[src/rtl/mem_access_unit.sv]
// MAR/MBR initiator controller for a single-port registered-read memory.
// Accepts one request at a time and returns data or completion.
module mem_access_unit #(
  parameter int ADDR_WIDTH = 16,
  parameter int DATA_WIDTH = 16,
  parameter int DEPTH      = 16384
) (
  input  logic                  clk,
  input  logic                  reset_n,
  input  logic                  req_valid,
  output logic                  req_ready,
  input  logic                  req_write,
  input  logic [ADDR_WIDTH-1:0] req_addr,
  input  logic [DATA_WIDTH-1:0] req_wdata,
  output logic                  resp_valid,
  input  logic                  resp_ready,
  output logic [DATA_WIDTH-1:0] resp_rdata,
  output logic                  resp_error,
  output logic [ADDR_WIDTH-1:0] mem_addr,
  output logic [DATA_WIDTH-1:0] mem_data_in,
  output logic                  mem_write_enable,
  input  logic [DATA_WIDTH-1:0] mem_data_out
);

  typedef enum logic [2:0] {
    IDLE,
    WRITE,
    READ,
    READ_WAIT,
    RESP
  } state_t;

  localparam logic [ADDR_WIDTH:0] DepthW =
    (ADDR_WIDTH+1)'(DEPTH);

  state_t                state_q, state_d;
  logic [ADDR_WIDTH-1:0] mar_q, mar_d;
  logic [DATA_WIDTH-1:0] mbr_q, mbr_d;
  logic                  we_q, we_d;
  logic                  rv_q, rv_d;
  logic [DATA_WIDTH-1:0] rdata_q, rdata_d;
  logic                  err_q, err_d;
  logic                  out_of_range;

  assign req_ready        = (state_q == IDLE) && reset_n;
  assign out_of_range     = {1'b0, req_addr} >= DepthW;
  assign mem_addr         = mar_q;
  assign mem_data_in      = mbr_q;
  assign mem_write_enable = we_q;
  assign resp_valid       = rv_q;
  assign resp_rdata       = rdata_q;
  assign resp_error       = err_q;

  always_comb begin
    state_d = state_q;
    mar_d   = mar_q;
    mbr_d   = mbr_q;
    we_d    = we_q;
    rv_d    = rv_q;
    rdata_d = rdata_q;
    err_d   = err_q;
    unique case (state_q)
      IDLE: begin
        if (req_valid) begin
          mar_d = req_addr;
          mbr_d = req_write ? req_wdata : '0;
          if (out_of_range) begin
            state_d = RESP;
            rv_d    = 1'b1;
            err_d   = 1'b1;
            rdata_d = '0;
          end else if (req_write) begin
            state_d = WRITE;
            we_d    = 1'b1;
          end else begin
            state_d = READ;
          end
        end
      end
      WRITE: begin
        state_d = RESP;
        we_d    = 1'b0;
        rv_d    = 1'b1;
        rdata_d = '0;
        err_d   = 1'b0;
      end
      READ: begin
        state_d = READ_WAIT;
      end
      READ_WAIT: begin
        // memory output is valid one edge after MAR was presented
        state_d = RESP;
        mbr_d   = mem_data_out;
        rdata_d = mem_data_out;
        rv_d    = 1'b1;
        err_d   = 1'b0;
      end
      RESP: begin
        if (resp_ready) begin
          rv_d    = 1'b0;
          state_d = IDLE;
        end
      end
      default: begin
        state_d = IDLE;
        we_d    = 1'b0;
        rv_d    = 1'b0;
      end
    endcase
  end

  always_ff @(posedge clk or negedge reset_n) begin
    if (!reset_n) begin
      state_q <= IDLE;
      mar_q   <= '0;
      mbr_q   <= '0;
      we_q    <= 1'b0;
      rv_q    <= 1'b0;
      rdata_q <= '0;
      err_q   <= 1'b0;
    end else begin
      state_q <= state_d;
      mar_q   <= mar_d;
      mbr_q   <= mbr_d;
      we_q    <= we_d;
      rv_q    <= rv_d;
      rdata_q <= rdata_d;
      err_q   <= err_d;
    end
  end

endmodule
[config.mk]
export PLATFORM = sky130hd
export DESIGN_NAME = mem_access_unit
export DESIGN_NICKNAME = d
export VERILOG_FILES = /design/src/rtl/mem_access_unit.sv
export SDC_FILE = /design/constraint.sdc
export NUM_CORES = 1
export LEC_CHECK = 0
export BUFFER_PORTS_ARGS = -buffer_cell sky130_fd_sc_hd__clkbuf_2
export CAP_MARGIN = 20
export CORE_MARGIN = 2
export CORE_UTILIZATION = 30
export DETAILED_ROUTE_END_ITERATION = 6
export HOLD_SLACK_MARGIN = 0.12
export SYNTH_ARGS = -nofsm -noshare
export SYNTH_HDL_FRONTEND = slang
export SYNTH_SLANG_ARGS = --single-unit
export TNS_END_PERCENT = 30
[constraint.sdc]
create_clock -name clk -period 2.7 [get_ports clk]
set_input_delay 0.135 -clock clk [delete_from_list [all_inputs] [get_ports clk]]
set_output_delay 0.135 -clock clk [all_outputs]
set_load 0.05 [all_outputs]
======== Word-level counts from Yosys, hierarchy flattened ========
Cells that the tools add are included.
operators by class
  magnitude comparators ................... 1
  eq/ne operators ......................... 9
  multiplexer cells ....................... 20
  bitwise gates (word level) .............. 2
  reduce and logical (&&, ||, !) cells .... 14
operators by type and width
  operator                number
  $mux W16                4
  $pmux W16 S3            1
  $pmux W16 S2            1
  $ge A16 B15 Y1 const B  1
  $pmux W3 S4             1
  $ne A2 B2 Y1 const B    5
  $mux W3                 3
  $reduce_and A4 Y1       2
  $eq A3 B2 Y1 const B    2
  $mux W1                 6
  $reduce_and A2 Y1       3
  $reduce_and A3 Y1       2
  $pmux W1 S2             2
  $pmux W1 S4             1
  $reduce_bool A2 Y1      2
  $eq A3 B1 Y1 const B    1
  $eq A3 B3 Y1 const B    1
  $logic_not A3 Y1        1
  $reduce_bool A3 Y1      1
  $reduce_or A3 Y1        1
  $mux W2                 1
  $not A1 Y1              2
  $reduce_or A2 Y1        1
  $logic_and A1 B1 Y1     1
word-level totals
  flip-flop bits (word level) ............. 54
  input bits .............................. 53
  output and inout port bits .............. 52
  word-level logic and storage cells ...... 53

======== Longest topological paths before layout ========
  depth after elaboration ................. 4
  gate-level depth with buffers ........... 7
  mapped depth without buffers ............ 4

======== Least setup slack after synthesis ========
Ideal clock, no wire load.
  path kind ............................... flip-flop to output port
  from .................................... register state_q[0]
  to ...................................... output port req_ready
  data arrival time ....................... 2.156 ns
  slack ................................... 0.409 ns
  cell stages (with the launch flop) ...... 3
  path buffers ............................ 1
  path through ............................ dfrtp_1 -> buf_2 -> nor4b_1
between the ends
  cells in the longest elaborated chain, start to end .. 2
ends and longest elaborated chain
  what                      line  text
  start: declaration        36    state_t state_q, state_d;
  start signal: assignment  122   state_q <= state_d;
  $logic_not A3 Y1          45    assign req_ready = (state_q == IDLE) && reset_n;
  $logic_and A1 B1 Y1       45
  end: declaration          11    output logic req_ready,
No other way between the ends.

======== Final worst setup path ========
  from .................................... input port req_addr[14]
  to ...................................... register state_q[2]
between the ends
  cells in the longest elaborated chain, start to end .. 4
ends and longest elaborated chain
  what                line  text
  start: declaration  13    input logic [ADDR_WIDTH-1:0] req_addr,
  $ge A16 B15 Y1      46    assign out_of_range = {1'b0, req_addr} >= DepthW;
  $mux W3             67    if (out_of_range) begin
  $mux W3             64    if (req_valid) begin
  $pmux W3 S4         62    unique case (state_q)
No other way between the ends. The select of a mux whose other input is x is not followed.
A chain may end at the register's enable or synchronous reset.

==> metrics <==
Setup Viol. Count Final 0; worst slew margin relative to its limit a little over two fifths; mean cell area of the mapped netlist 10.2 sq um; portion of synthesized cell area occupied by the leading cell type 59.3%; number of cells traversed by the worst hold path 4; sum of negative setup slack 0 ps; Tightest Hold Check Type in -> reg; slowest stage delay, CP ~700 ps; synthesized instance count ~220; first drt pass iteration count 4; pin count of the biggest net entering global routing 55; clock tree from TritonCTS built; required arrival time at the worst endpoint around 2800 ps; critical path startpoint req_addr[14]; DR WL/cell ~14 um; nature of the critical path endpoint flip-flop; clock insertion delay at the later pin of the skew report approximately 300 ps; Worst Hold End mem_data_in[10]$_DFFE_PN0P_; top post-synthesis cells by count sky130_fd_sc_hd__nand2_1, sky130_fd_sc_hd__dfrtp_1, sky130_fd_sc_hd__a21oi_1; Worst R2R Setup Slack ~840 ps; via total after detailed routing roughly 2100; Die Y between 90 and 100 um; post-placement cell area roughly 0.0028 sq mm; count of placed standard cells in the final layout, fillers left out between 400 and 500; DRC violation count after routing 0; clock transition time at the flip-flop clock pins of the worst setup and hold paths approximately 90 ps; classification of the worst setup path in -> reg; Synth area leaders sky130_fd_sc_hd__dfrtp_1, sky130_fd_sc_hd__nand2_1, sky130_fd_sc_hd__a22o_1; layout cell share with drive strength beyond 1 between 30% and 40%; detailed placement HPWL between 4000 and 5000 um; total placed cells including tap cells 414; FP Rows 31; post-synth net total 277; Worst Min Path Start req_wdata[10]; Total Routed Length 6300 um; count of distinct cell types in the synthesized netlist 24; hold-fix buffers at CTS 34; static leakage power around 0.0018 uW; detailed-route vias per instance approximately 4.6; Starting Density between 30% and 40%; final hold violation count 0; wire length of the first global-routing pass approximately 10000 um; Post-synth EDFFs 0; worst vdd rail ir drop roughly 0.42 mV; Yosys warning total 0; layout-stage area growth over the synthesis result 43.1%; CTS H-Tree Depth 2; slew at the pin closest to its max-slew limit 871 ps; die area between 0.008 and 0.009 sq mm; length in cells of the worst reg-to-reg path 3; Final Critical Period about 1900 ps; cells along the critical path dlygate4sd3_1 -> clkbuf_2 -> nor2_1 -> nor3b_1 -> o21ai_2 -> o41ai_1; total CTS buffers 5; worst setup slack after layout about 800 ps; number of nets with antenna violations after routing 0; worst r2r dst mem_data_in[0]$_DFFE_PN0P_; worst path arrival time ~2000 ps; delay-heaviest family, CP compound AO/OA/AOI/OAI gates; port buffer count ~100; number of storage elements in the synthesis netlist 54; worst-path fanout max 17; top flip-flop cell by instance count after synthesis sky130_fd_sc_hd__dfrtp_1; power density over cell area 1120 mW/mm^2; overflow left after global routing 0; clock sink count 54; maximum count of clock buffers along a single path 2; post-synthesis instance area 0.00228 sq mm; CTS-repair resized insts 0; Total GRT Usage roughly 15%; fraction of the yosys area taken by sequential cells 59.3%; worst flop-to-flop path startpoint state_q[2]$_DFFE_PN0P_; unrepaired setup endpoints after global routing false; Clock Skews approximately 2.5 ps; area of the core region between 0.007 and 0.008 sq mm; maximum clock frequency roughly 0.53 GHz; Tcrit/Tclk final approximately 70%; number of design-rule violations left by the first detailed-router iteration 105; result of the run completed; # Post-CTS Setup Buffers 0; number of global-route vias before repair 2047; max-slew violation count 0; max-cap viol count 0; Setup WS pre-CTS 825 ps; I/O pins ~110; gpl congestion approximately 0.73; cell taking the most area after synthesis sky130_fd_sc_hd__dfrtp_1; number of antenna violations at the first check in global routing 0; launching element type of the critical path input pin; leading cell type by number of instances after synthesis sky130_fd_sc_hd__nand2_1; diode insertion count for antenna repair 0; buffers plus inverters on the worst setup path 2; Worst path slowest cell sky130_fd_sc_hd__o21ai_2; DIE WIDTH ~91 um; post-synthesis async set-or-reset flop share 100%; post-route cell area 0.00326 sq mm; Root Driver sky130_fd_sc_hd__clkbuf_8; number of nets in the finished design just over 400
## how the worst max path moves through the flow
stage / end / slack [ps] / cells past startpoint
after global routing: state_q[2]$_DFFE_PN0P_ / 650 / 6
after CTS: state_q[2]$_DFFE_PN0P_ / 790 / 6
final: state_q[2]$_DFFE_PN0P_ / 800 / 6
after floorplan: req_ready / 410 / 2
after detailed placement: mem_data_in[0]$_DFFE_PN0P_ / 820 / 3
after global placement: mem_data_in[2]$_DFFE_PN0P_ / 890 / 3
## placed cells by master, fill, tap and decap left out
| cell type | instances |
|---|---|
| sky130_fd_sc_hd__nand2_1 | 65 |
| sky130_fd_sc_hd__inv_1 | 2 |
| sky130_fd_sc_hd__a22o_1 | 16 |
| sky130_fd_sc_hd__buf_4 | 3 |
| sky130_fd_sc_hd__a31oi_1 | 1 |
| sky130_fd_sc_hd__a21oi_1 | 19 |
| sky130_fd_sc_hd__clkbuf_2 | 104 |
| sky130_fd_sc_hd__nor2_1 | 5 |
| sky130_fd_sc_hd__o21ai_2 | 5 |
| sky130_fd_sc_hd__nor4b_1 | 1 |
| sky130_fd_sc_hd__o22ai_1 | 1 |
| sky130_fd_sc_hd__o21a_1 | 1 |
| sky130_fd_sc_hd__nor3b_1 | 2 |
| sky130_fd_sc_hd__a22oi_1 | 1 |
| sky130_fd_sc_hd__dlygate4sd3_1 | 34 |
| sky130_fd_sc_hd__o21ai_0 | 4 |
| sky130_fd_sc_hd__and3_2 | 1 |
| sky130_fd_sc_hd__nor3_1 | 1 |
| sky130_fd_sc_hd__o21ai_1 | 9 |
| sky130_fd_sc_hd__dfrtp_1 | 54 |
| sky130_fd_sc_hd__clkbuf_8 | 6 |
| sky130_fd_sc_hd__and3_1 | 17 |
| sky130_fd_sc_hd__nor4b_4 | 1 |
| sky130_fd_sc_hd__nand3_1 | 1 |
| sky130_fd_sc_hd__o41ai_1 | 1 |
## layer usage
| metal | part of all wire (%) | vias up | global-route usage (%) |
|---|---|---|---|
| li1 | - | 1033 | - |
| met1 | 48 | 982 | 21.2 |
| met2 | 44 | 83 | 23.9 |
| met3 | 7.2 | 7 | 4.40 |
| met4 | 0.94 | 0 | 3.41 |
| met5 | 0 | - | 0 |
## power by group
part           switching (uW)  internal (uW)  leakage (uW)
Clock                     248            199     0.0000431
Sequential                194           1090      0.000702
Combinational            1470            449       0.00101
Total                    1910           1740       0.00176
## flip-flops by register name (all words and copies together), names as in the netlist
signal            flops
state_q               3
mem_data_in          16
resp_rdata           16
mem_addr             16
resp_error            1
resp_valid            1
mem_write_enable      1
## cell type report
| cell class | instances | area (sq um) |
|---|---|---|
| inverter | 2 | 7.51 |
| clock buffer | 6 | 82.6 |
| tap | 99 | 124 |
| sequential | 54 | 1350 |
| fill | 733 | 4030 |
| multi-input combinational | 152 | 815 |
| timing repair buffer | 141 | 883 |
## metrics by stage
| step | total power (uW) | utilization (%) | hold WS (ps) |
|---|---|---|---|
| global placement | 3170 | 38.9 | 331 |
| global route | 3870 | 44.7 | 225 |
| detailed placement | 3200 | 38.9 | 335 |
| floorplan | 2750 | - | -161 |
| CTS | 3690 | 44.7 | 198 |
| finish | 3650 | 44.7 | 206 |
## tightest hold or removal path, stage by stage
cell                       delay [ps]
sky130_fd_sc_hd__clkbuf_2          70
sky130_fd_sc_hd__and3_1           130
sky130_fd_sc_hd__a21oi_1           40
sky130_fd_sc_hd__o21ai_1          100
## logic make-up (layout without fill, tap and decap cells)
family	Yosys count	in the layout	share of synthesized area (%)
AO/OA/AOI/OAI	58	58	16.7
flip-flops	54	54	59.3
buffers and inverters	18	149	5.05
AND/OR/NAND/NOR	94	94	19.0
(Power assumes the default switching activity.)
